`src/rtl/tx_release_sched.sv`:
```
// Holds each TX frame record until its timestamp is due, then releases it to the GMII sender; stat counters behind TX_SCHED_STATS_EN.
// Latency: 11 clocks from a pointer difference seen in IDLE to the mem_wr_ptr update, with data present and time already met.
// Backpressure: one record in flight; waits in WAIT_DATA until host_wr_ptr covers the whole record.
module tx_release_sched #(
    parameter int MIN_FRAME_LEN = 14,
    parameter int MAX_FRAME_LEN = 1514,
    parameter int HDR_WORDS     = 7
) (
    input  logic        gmii_tx_clk,
    input  logic        sys_rst,
    input  logic [63:0] global_counter,
    input  logic        sched_en,
    input  logic [13:0] host_wr_ptr,
    input  logic [13:0] mem_rd_ptr,
    output logic [13:0] sched_rd_addr,
    input  logic [15:0] sched_rd_q,
    output logic [13:0] mem_wr_ptr,
    output logic [13:0] free_words,
    output logic        frame_release,
    output logic        frame_late,
    output logic        sched_error,
    output logic [31:0] stat_released,
    output logic [31:0] stat_late
);

    typedef enum logic [2:0] {
        IDLE, RD_HDR, CHECK, WAIT_DATA, WAIT_TIME, RELEASE, ERROR
    } state_t;

    typedef struct packed {
        logic [15:0] frame_len;
        logic [63:0] ts;
    } hdr_t;

    state_t      state;
    hdr_t        hdr;
    logic [2:0]  hdr_cnt;
    logic        late_q;

    logic [13:0] rec_words;
    logic [13:0] avail_words;
    logic        len_bad;
    logic        data_ok;
    logic        time_ok;
    logic        is_late;

    assign rec_words   = 14'(HDR_WORDS) + 14'((hdr.frame_len + 16'd1) >> 1);
    assign avail_words = host_wr_ptr - mem_wr_ptr;
    assign len_bad     = (hdr.frame_len < 16'(MIN_FRAME_LEN)) || (hdr.frame_len > 16'(MAX_FRAME_LEN));
    assign data_ok     = rec_words <= avail_words;
    assign time_ok     = !sched_en || (hdr.ts == 64'd0) || (global_counter >= hdr.ts);
    assign is_late     = (hdr.ts != 64'd0) && (global_counter > hdr.ts);

    always_ff @(posedge gmii_tx_clk or posedge sys_rst) begin
        if (sys_rst) begin
            state         <= IDLE;
            hdr           <= '0;
            hdr_cnt       <= 3'd0;
            late_q        <= 1'b0;
            sched_rd_addr <= 14'd0;
            mem_wr_ptr    <= 14'd0;
            free_words    <= 14'd0;
            frame_release <= 1'b0;
            frame_late    <= 1'b0;
            sched_error   <= 1'b0;
        end else begin
            frame_release <= 1'b0;
            frame_late    <= 1'b0;
            free_words    <= mem_rd_ptr - host_wr_ptr - 14'd1;
            case (state)
                IDLE: begin
                    if (host_wr_ptr != mem_wr_ptr) begin
                        state         <= RD_HDR;
                        hdr_cnt       <= 3'd0;
                        sched_rd_addr <= mem_wr_ptr;
                    end
                end
                RD_HDR: begin
                    hdr_cnt <= hdr_cnt + 3'd1;
                    if (hdr_cnt < 3'd6)
                        sched_rd_addr <= mem_wr_ptr + 14'(hdr_cnt) + 14'd1;
                    // Read data trails the address by one cycle, so word k lands at hdr_cnt == k+1.
                    case (hdr_cnt)
                        3'd1:    hdr.frame_len  <= sched_rd_q;
                        3'd2:    hdr.ts[63:48] <= sched_rd_q;
                        3'd3:    hdr.ts[47:32] <= sched_rd_q;
                        3'd4:    hdr.ts[31:16] <= sched_rd_q;
                        3'd5:    hdr.ts[15:0]  <= sched_rd_q;
                        default: ;
                    endcase
                    if (hdr_cnt == 3'd7)
                        state <= CHECK;
                end
                CHECK: begin
                    if (len_bad) begin
                        sched_error <= 1'b1;
                        state       <= ERROR;
                    end else begin
                        late_q <= is_late;
                        state  <= data_ok ? WAIT_TIME : WAIT_DATA;
                    end
                end
                WAIT_DATA: begin
                    if (data_ok)
                        state <= WAIT_TIME;
                end
                WAIT_TIME: begin
                    if (time_ok)
                        state <= RELEASE;
                end
                RELEASE: begin
                    mem_wr_ptr    <= mem_wr_ptr + rec_words;
                    frame_release <= 1'b1;
                    frame_late    <= late_q;
                    state         <= IDLE;
                end
                // A bad record cannot be skipped without the sender's help, so stay put until reset.
                ERROR: ;
                default: state <= IDLE;
            endcase
        end
    end

`ifdef TX_SCHED_STATS_EN
    always_ff @(posedge gmii_tx_clk or posedge sys_rst) begin
        if (sys_rst) begin
            stat_released <= 32'd0;
            stat_late     <= 32'd0;
        end else if (state == RELEASE) begin
            stat_released <= stat_released + 32'd1;
            if (late_q)
                stat_late <= stat_late + 32'd1;
        end
    end
`else
    assign stat_released = 32'd0;
    assign stat_late     = 32'd0;
`endif

endmodule

```
`config.mk`:
```
export PLATFORM = sky130hd
export DESIGN_NAME = tx_release_sched
export DESIGN_NICKNAME = d
export VERILOG_FILES = /design/src/rtl/tx_release_sched.sv
export SDC_FILE = /design/constraint.sdc
export NUM_CORES = 1
export LEC_CHECK = 0
export ABC_AREA = 0
export BUFFER_PORTS_ARGS = -buffer_cell sky130_fd_sc_hd__clkbuf_2
export CAP_MARGIN = 10
export CORE_UTILIZATION = 25
export CTS_CLUSTER_DIAMETER = 150
export DETAILED_ROUTE_END_ITERATION = 12
export PLACE_DENSITY = 0.54
export SYNTH_ARGS = -nofsm -noshare
export SYNTH_HDL_FRONTEND = slang
export SYNTH_SLANG_ARGS = --single-unit
```
`constraint.sdc`:
```
create_clock -name gmii_tx_clk -period 5.1 [get_ports gmii_tx_clk]
set_input_delay 0.765 -clock gmii_tx_clk [delete_from_list [all_inputs] [get_ports gmii_tx_clk]]
set_output_delay 0.765 -clock gmii_tx_clk [all_outputs]
set_load 0.05 [all_outputs]
```
== After elaboration in Yosys (flattened, before gate mapping) ==
Index checks and enable logic that the tools add are counted.
W data, S select, Z words.

* Output and inout bits: 109
* Register bits: 132
* Word-level logic and storage cells: 82

* Equal/unequal tests: 18
* Order comparisons: 6
* Muxes and demuxes: 14
* Bitwise operators: 2
* $add $sub $neg: 9
* Reduce and logical (&&, ||, !) cells: 19

{| class="wikitable"
|+ Operators with widths
! kind !! count
|-
| $ge A64 B64 Y1 || 1
|-
| $gt A64 B64 Y1 || 1
|-
| $logic_not A64 Y1 || 1
|-
| $reduce_bool A64 Y1 || 1
|-
| $mux W14 || 2
|-
| $pmux W14 S2 || 1
|-
| $sub A14 B14 Y14 || 2
|-
| $mux W3 || 7
|-
| $eq A3 B3 Y1 const B || 6
|-
| $pmux W3 S6 || 1
|-
| $gt A16 B11 Y1 const B || 1
|-
| $lt A16 B4 Y1 const B || 1
|-
| $reduce_and A2 Y1 || 8
|-
| $add A15 B1 Y15 const B || 1
|-
| $add A14 B1 Y14 const B || 1
|-
| $add A14 B14 Y14 || 1
|-
| $add A14 B3 Y14 || 1
|-
| $add A3 B14 Y14 const A || 1
|-
| $le A14 B14 Y1 || 1
|-
| $ne A14 B14 Y1 || 1
|-
| $sub A14 B1 Y14 const B || 1
|-
| $eq A3 B2 Y1 const B || 4
|-
| $ne A2 B2 Y1 const B || 5
|-
| $eq A3 B1 Y1 const B || 2
|-
| 12 further kinds || 16
|}

== Depth between registers and ports, before layout ==
* Word-level depth: 6
* Depth in mapped cells: 19
* Depth with buffers taken out: 19

== Worst setup path before layout ==
Ideal clock, no wire load.

* Path type: register -> register
* Start point: reg hdr[64] (netlist bit)
* End point: reg mem_wr_ptr[13]
* Path buffers: 1
* Slack: 1.258 ns
* Data required time: 5.017 ns
* Period minus slack after synthesis: 3.842 ns
* Arrival time: 3.759 ns
* Setup time: 0.083 ns
* Cell stages (with the launch flop): 19
* Cells stage by stage: dfrtp_1 > ha_1 > buf_2 > xnor2_1 > ha_1 > o211ai_1 > a31oi_1 > a31oi_1 > maj3_1 > nand2_1 > xnor2_1 > ha_1 > a2111oi_0 > o21ai_0 > nand4_1 > a31oi_1 > or4_1 > o21ai_1 > xor2_1

* Word-level cells in the longest chain between the ends: 3

{| class="wikitable"
|+ Ends and longest elaborated chain
! item !! line !! text
|-
| start: declaration || 36 || <nowiki>hdr_t hdr;</nowiki>
|-
| $add A15 B1 Y15 || 47 || <nowiki>assign rec_words = 14'(HDR_WORDS) + 14'((hdr.frame_len + 16'd1) >> 1);</nowiki>
|-
| $add A3 B14 Y14 || 47 ||
|-
| $add A14 B14 Y14 || 112 || <nowiki>mem_wr_ptr <= mem_wr_ptr + rec_words;</nowiki>
|-
| end signal: assignment || 112 ||
|-
| end: declaration || 17 || <nowiki>output logic [13:0] mem_wr_ptr,</nowiki>
|}

Every way passes these cells.
A chain may end at the register's enable or synchronous reset.

== Worst setup path in the final report ==
* Start point: reg hdr[65] (netlist bit)
* End point: reg mem_wr_ptr[13]

Same word-level chain as after synthesis.

==> results.txt <==
- With fillers left out, the area of the finished cells amounts to 0.0119 mm^2.
* Tightest Pin Transition: 0.962 ns
- Of the total power, combinational logic draws 0.587.
- Detailed placement finished with a half-perimeter wire length of ~22000 um.
- The placed instances occupy a cell area of 0.0113 mm^2.
- The most used flip-flop cell after synthesis is dfrtp_1.
- The analysis attributes to cell leakage a power of 5.87 nW.
- Summing over every cut layer, the via total after detailed routing is 8097.
* Maximum clock insertion buffer count: 2
- For this run, asynchronously set or reset flops after synthesis account for 1.00.
- Highest-count cells in the layout ignoring fill and taps: 155 x clkbuf_2, 132 x dfrtp_1, 128 x ha_1
* TritonCTS buffer count: 17
- Count of pins over their slew limit: 0
- The number of global-route vias before repair is 7889.
- Synthesized netlist cell count: approximately 1100
- In this run, synthesis produced a sequential element count of approximately 130.
- Placement Rows: 73
* Min-Delay Startpoint: sched_error$_DFFE_PP0P_
* Antenna-violating nets left: 0
- The flow ran to the end, and the final reports show no timing, DRC or antenna violations.
- Overall Global Routing Usage: 0.134
* Antenna violations before repair: 0
* PnR worst setup slack: 0.744 ns
- Measured in cells, the most critical reg-to-reg path has a length of 17.
- The worst hold path terminates at sched_error$_DFFE_PP0P_.
* Number of maximum-capacitance constraint violations: 0
* Clock transition at the registers of the reported paths: 0.06 ns
- Top cells by area in the synthesized netlist: dfrtp_1 32%, ha_1 16%, mux2_2 7.1%
- In this run the worst hold path is classified as reg2reg.
* Type of origin of the critical path: flop
- Final Hold Viols: 0
- Period Utilization, post-route: 0.854
- At the placement stage, the worst setup path has a slack of roughly 0.84 ns.
* Hold Path Stages: 1
- Post-detailed-route DRC marker count: 0
* Share of final-layout standard cells stronger than drive strength 1: 0.211
* Overall die area: 0.0415 mm^2
* Arrival time of data at the critical path endpoint: 4.71 ns
- The worst setup path is of the reg2reg kind.
- The worst register-to-register path ends at mem_wr_ptr[13]$_DFFE_PP0P_.
- Post-synth top area cell: dfrtp_1
* Count of placed standard cells in the final layout, fillers left out: 1792
* Floorplan die height: 204 um
- The clock arrives with 0.0119 ns of skew.
- The congestion estimate from routability-driven global placement came to 0.830.
* Clk pwr share: 0.162
- The worst register-to-register path begins at hdr[65]$_DFFE_PP0P_.
- Of the total power, the share spent switching nets is 0.478.
* Area added between synthesis and finish: 17.2%
- Global routing finished with a remaining overflow of 0.
- Mapped cell area: 0.0102 mm^2
- Worst endpoint required time: 5.45 ns
- At the end of the flow, the number of nets in the layout was roughly 1500.
- STA classifies the critical path endpoint as a flop.
- Drt total wl: about 27000 um
- EDFF count, synth: 0
- The worst path needs 4.36 ns of the cycle, external delays included.
- The first detailed-routing pass ran for 6 iterations.
- Hold-fix buffers at CTS: 0
- Ports placed on the boundary: 220
- The number of gates resized after CTS was 0.
* Htree depth: 4
- For this design the ratio of total power to cell area is between 700 and 800 mW/mm^2.
* Placeable core area: 0.0399 mm^2
- Across the VDD grid, the largest voltage drop is 0.000277 V.
* Die X-Extent: 204 um
* Vias per cell: 4.52
- The detailed router finished its first iteration with 413 violations.
* Setup tns final: 0 ns
* Core utilization of the finished layout: 0.299
- Cell variety after synth: 69
* First-pass GRT wire length: 43000 um
- After detailed placement, the design holds a cell count of 1760.
* Portion of the post-synthesis area used by sequential elements: 0.325
* Relative slew slack: 0.359
- Setup repair after global routing left no endpoint under its margin.
* Most common library cell in the layout ignoring fill and taps: clkbuf_2
- In this run the register-to-register setup slack is 0.74 ns.
- CTS placed an instance of clkbuf_16 at the clock tree root.
- CTS tree: yes
- Clock latency on the worst-skew pair, taken at its later pin, is 0.44 ns.
* Internal power: 4.36 mW
- Switching power: 4.00 mW
- Post-Synthesis Mean Instance Area: approximately 9.2 um^2
- Entering global routing, the biggest net connects 101 pins.
* Share of the synthesized area in the top cell type: 0.325
- Of the total power, registers draw 0.251.
- The tree built by TritonCTS fans out to 132 sinks.
- The number of setup buffers added after CTS is 0.
- Maximum achievable frequency: approximately 0.23 GHz
* Final Setup Violations: 0
- During synthesis, Yosys emitted a total of 0 warnings.
- Starting Density: 0.255
- Port-buffer cells: 155
- Wire length per cell: between 15 and 20 um
- Antenna diodes: 0
* Max Fanout on Critical Path: 7
## through the flow
stage / hold slack, ns / total power, mW
floorplan: 0.460 / 5.85
global placement: 0.448 / 6.93
detailed placement: 0.456 / 7.00
CTS: 0.470 / 8.40
global route: 0.496 / 9.11
finish: 0.461 / 8.36
## metal layers
metal	vias up	wire [um]	track usage
met3	19	1430	0.0275
met5	-	0	0
met1	3805	13600	0.188
li1	4063	-	-
met4	0	388	0.0368
met2	210	11900	0.206
## layout make-up
cell class	count	area (um^2)
timing repair buffer	160	813
clock inverter	14	200
multi-input combinational	826	6070
fill	4236	28000
inverter	117	444
tap	525	657
clock buffer	18	429
sequential	132	3300
## how the worst max path moves through the flow
stage | to | from
2_1_floorplan | frame_late$_DFF_PP0_ | sys_rst
3_3_place_gp | mem_wr_ptr[13]$_DFFE_PP0P_ | hdr[65]$_DFFE_PP0P_
3_5_place_dp | mem_wr_ptr[13]$_DFFE_PP0P_ | hdr[65]$_DFFE_PP0P_
4_1_cts | mem_wr_ptr[13]$_DFFE_PP0P_ | hdr[65]$_DFFE_PP0P_
5_1_grt | mem_wr_ptr[13]$_DFFE_PP0P_ | hdr[65]$_DFFE_PP0P_
6_report | mem_wr_ptr[13]$_DFFE_PP0P_ | hdr[65]$_DFFE_PP0P_
## cell usage after synthesis, types with 5 or more instances
cell / count
a211oi_1: 7
a21o_1: 40
a21oi_1: 55
a22o_1: 5
a31oi_1: 10
and2_1: 5
buf_4: 64
clkbuf_1: 21
dfrtp_1: 132
ha_1: 128
inv_1: 115
mux2_2: 64
nand2_1: 86
nand2b_1: 8
nand3_1: 21
nand3b_1: 5
nand4_1: 28
nor2_1: 39
nor2b_1: 6
nor3_1: 12
nor3b_1: 6
nor4_1: 24
o21a_1: 8
o21ai_0: 73
xnor2_1: 39
xor2_1: 28
## cells by family (layout without fill, tap and decap cells)
group / count (synthesis) / in the layout / share of synthesized area
AOI/OAI and AO/OA: 230 / 230 / 0.141
xor gates and xnor gates: 67 / 67 / 0.0577
muxes: 64 / 64 / 0.0709
other: 1 / 64 / 0.000369
buffers and inverters: 208 / 309 / 0.102
adders and majority gates: 133 / 133 / 0.166
and+or+nand+nor: 268 / 268 / 0.138
DFF: 132 / 132 / 0.325
## power groups by stage
stage          logic (mW)  registers (mW)  clock network (mW)
2_1_floorplan        3.51            2.33                   0
4_1_cts              4.93            2.10                1.37
3_5_place_dp         4.89            2.12                   0
6_report             4.91            2.10                1.35
3_3_place_gp         4.83            2.09                   0
5_1_grt              5.51            2.19                1.42
## critical path: stages (launching register included)
cell       delay [ns]
dfrtp_1          0.44
ha_1             0.42
inv_1            0.10
ha_1             0.24
o211ai_1         0.18
a31oi_1          0.06
a31oi_1          0.29
maj3_1           0.23
nand2_1          0.06
xnor2_1          0.21
ha_1             0.31
a2111oi_0        0.54
o21ai_0          0.25
nand4_1          0.17
a31oi_1          0.10
or4_1            0.40
o21ai_1          0.11
xor2_1           0.16
## registers in the layout (all words and copies together), names as in the netlist
register / count
frame_late: 1
frame_release: 1
free_words: 14
hdr: 80
hdr_cnt: 3
late_q: 1
mem_wr_ptr: 14
sched_error: 1
sched_rd_addr: 14
state: 3
No activity file was read; power rests on OpenSTA's default activity.
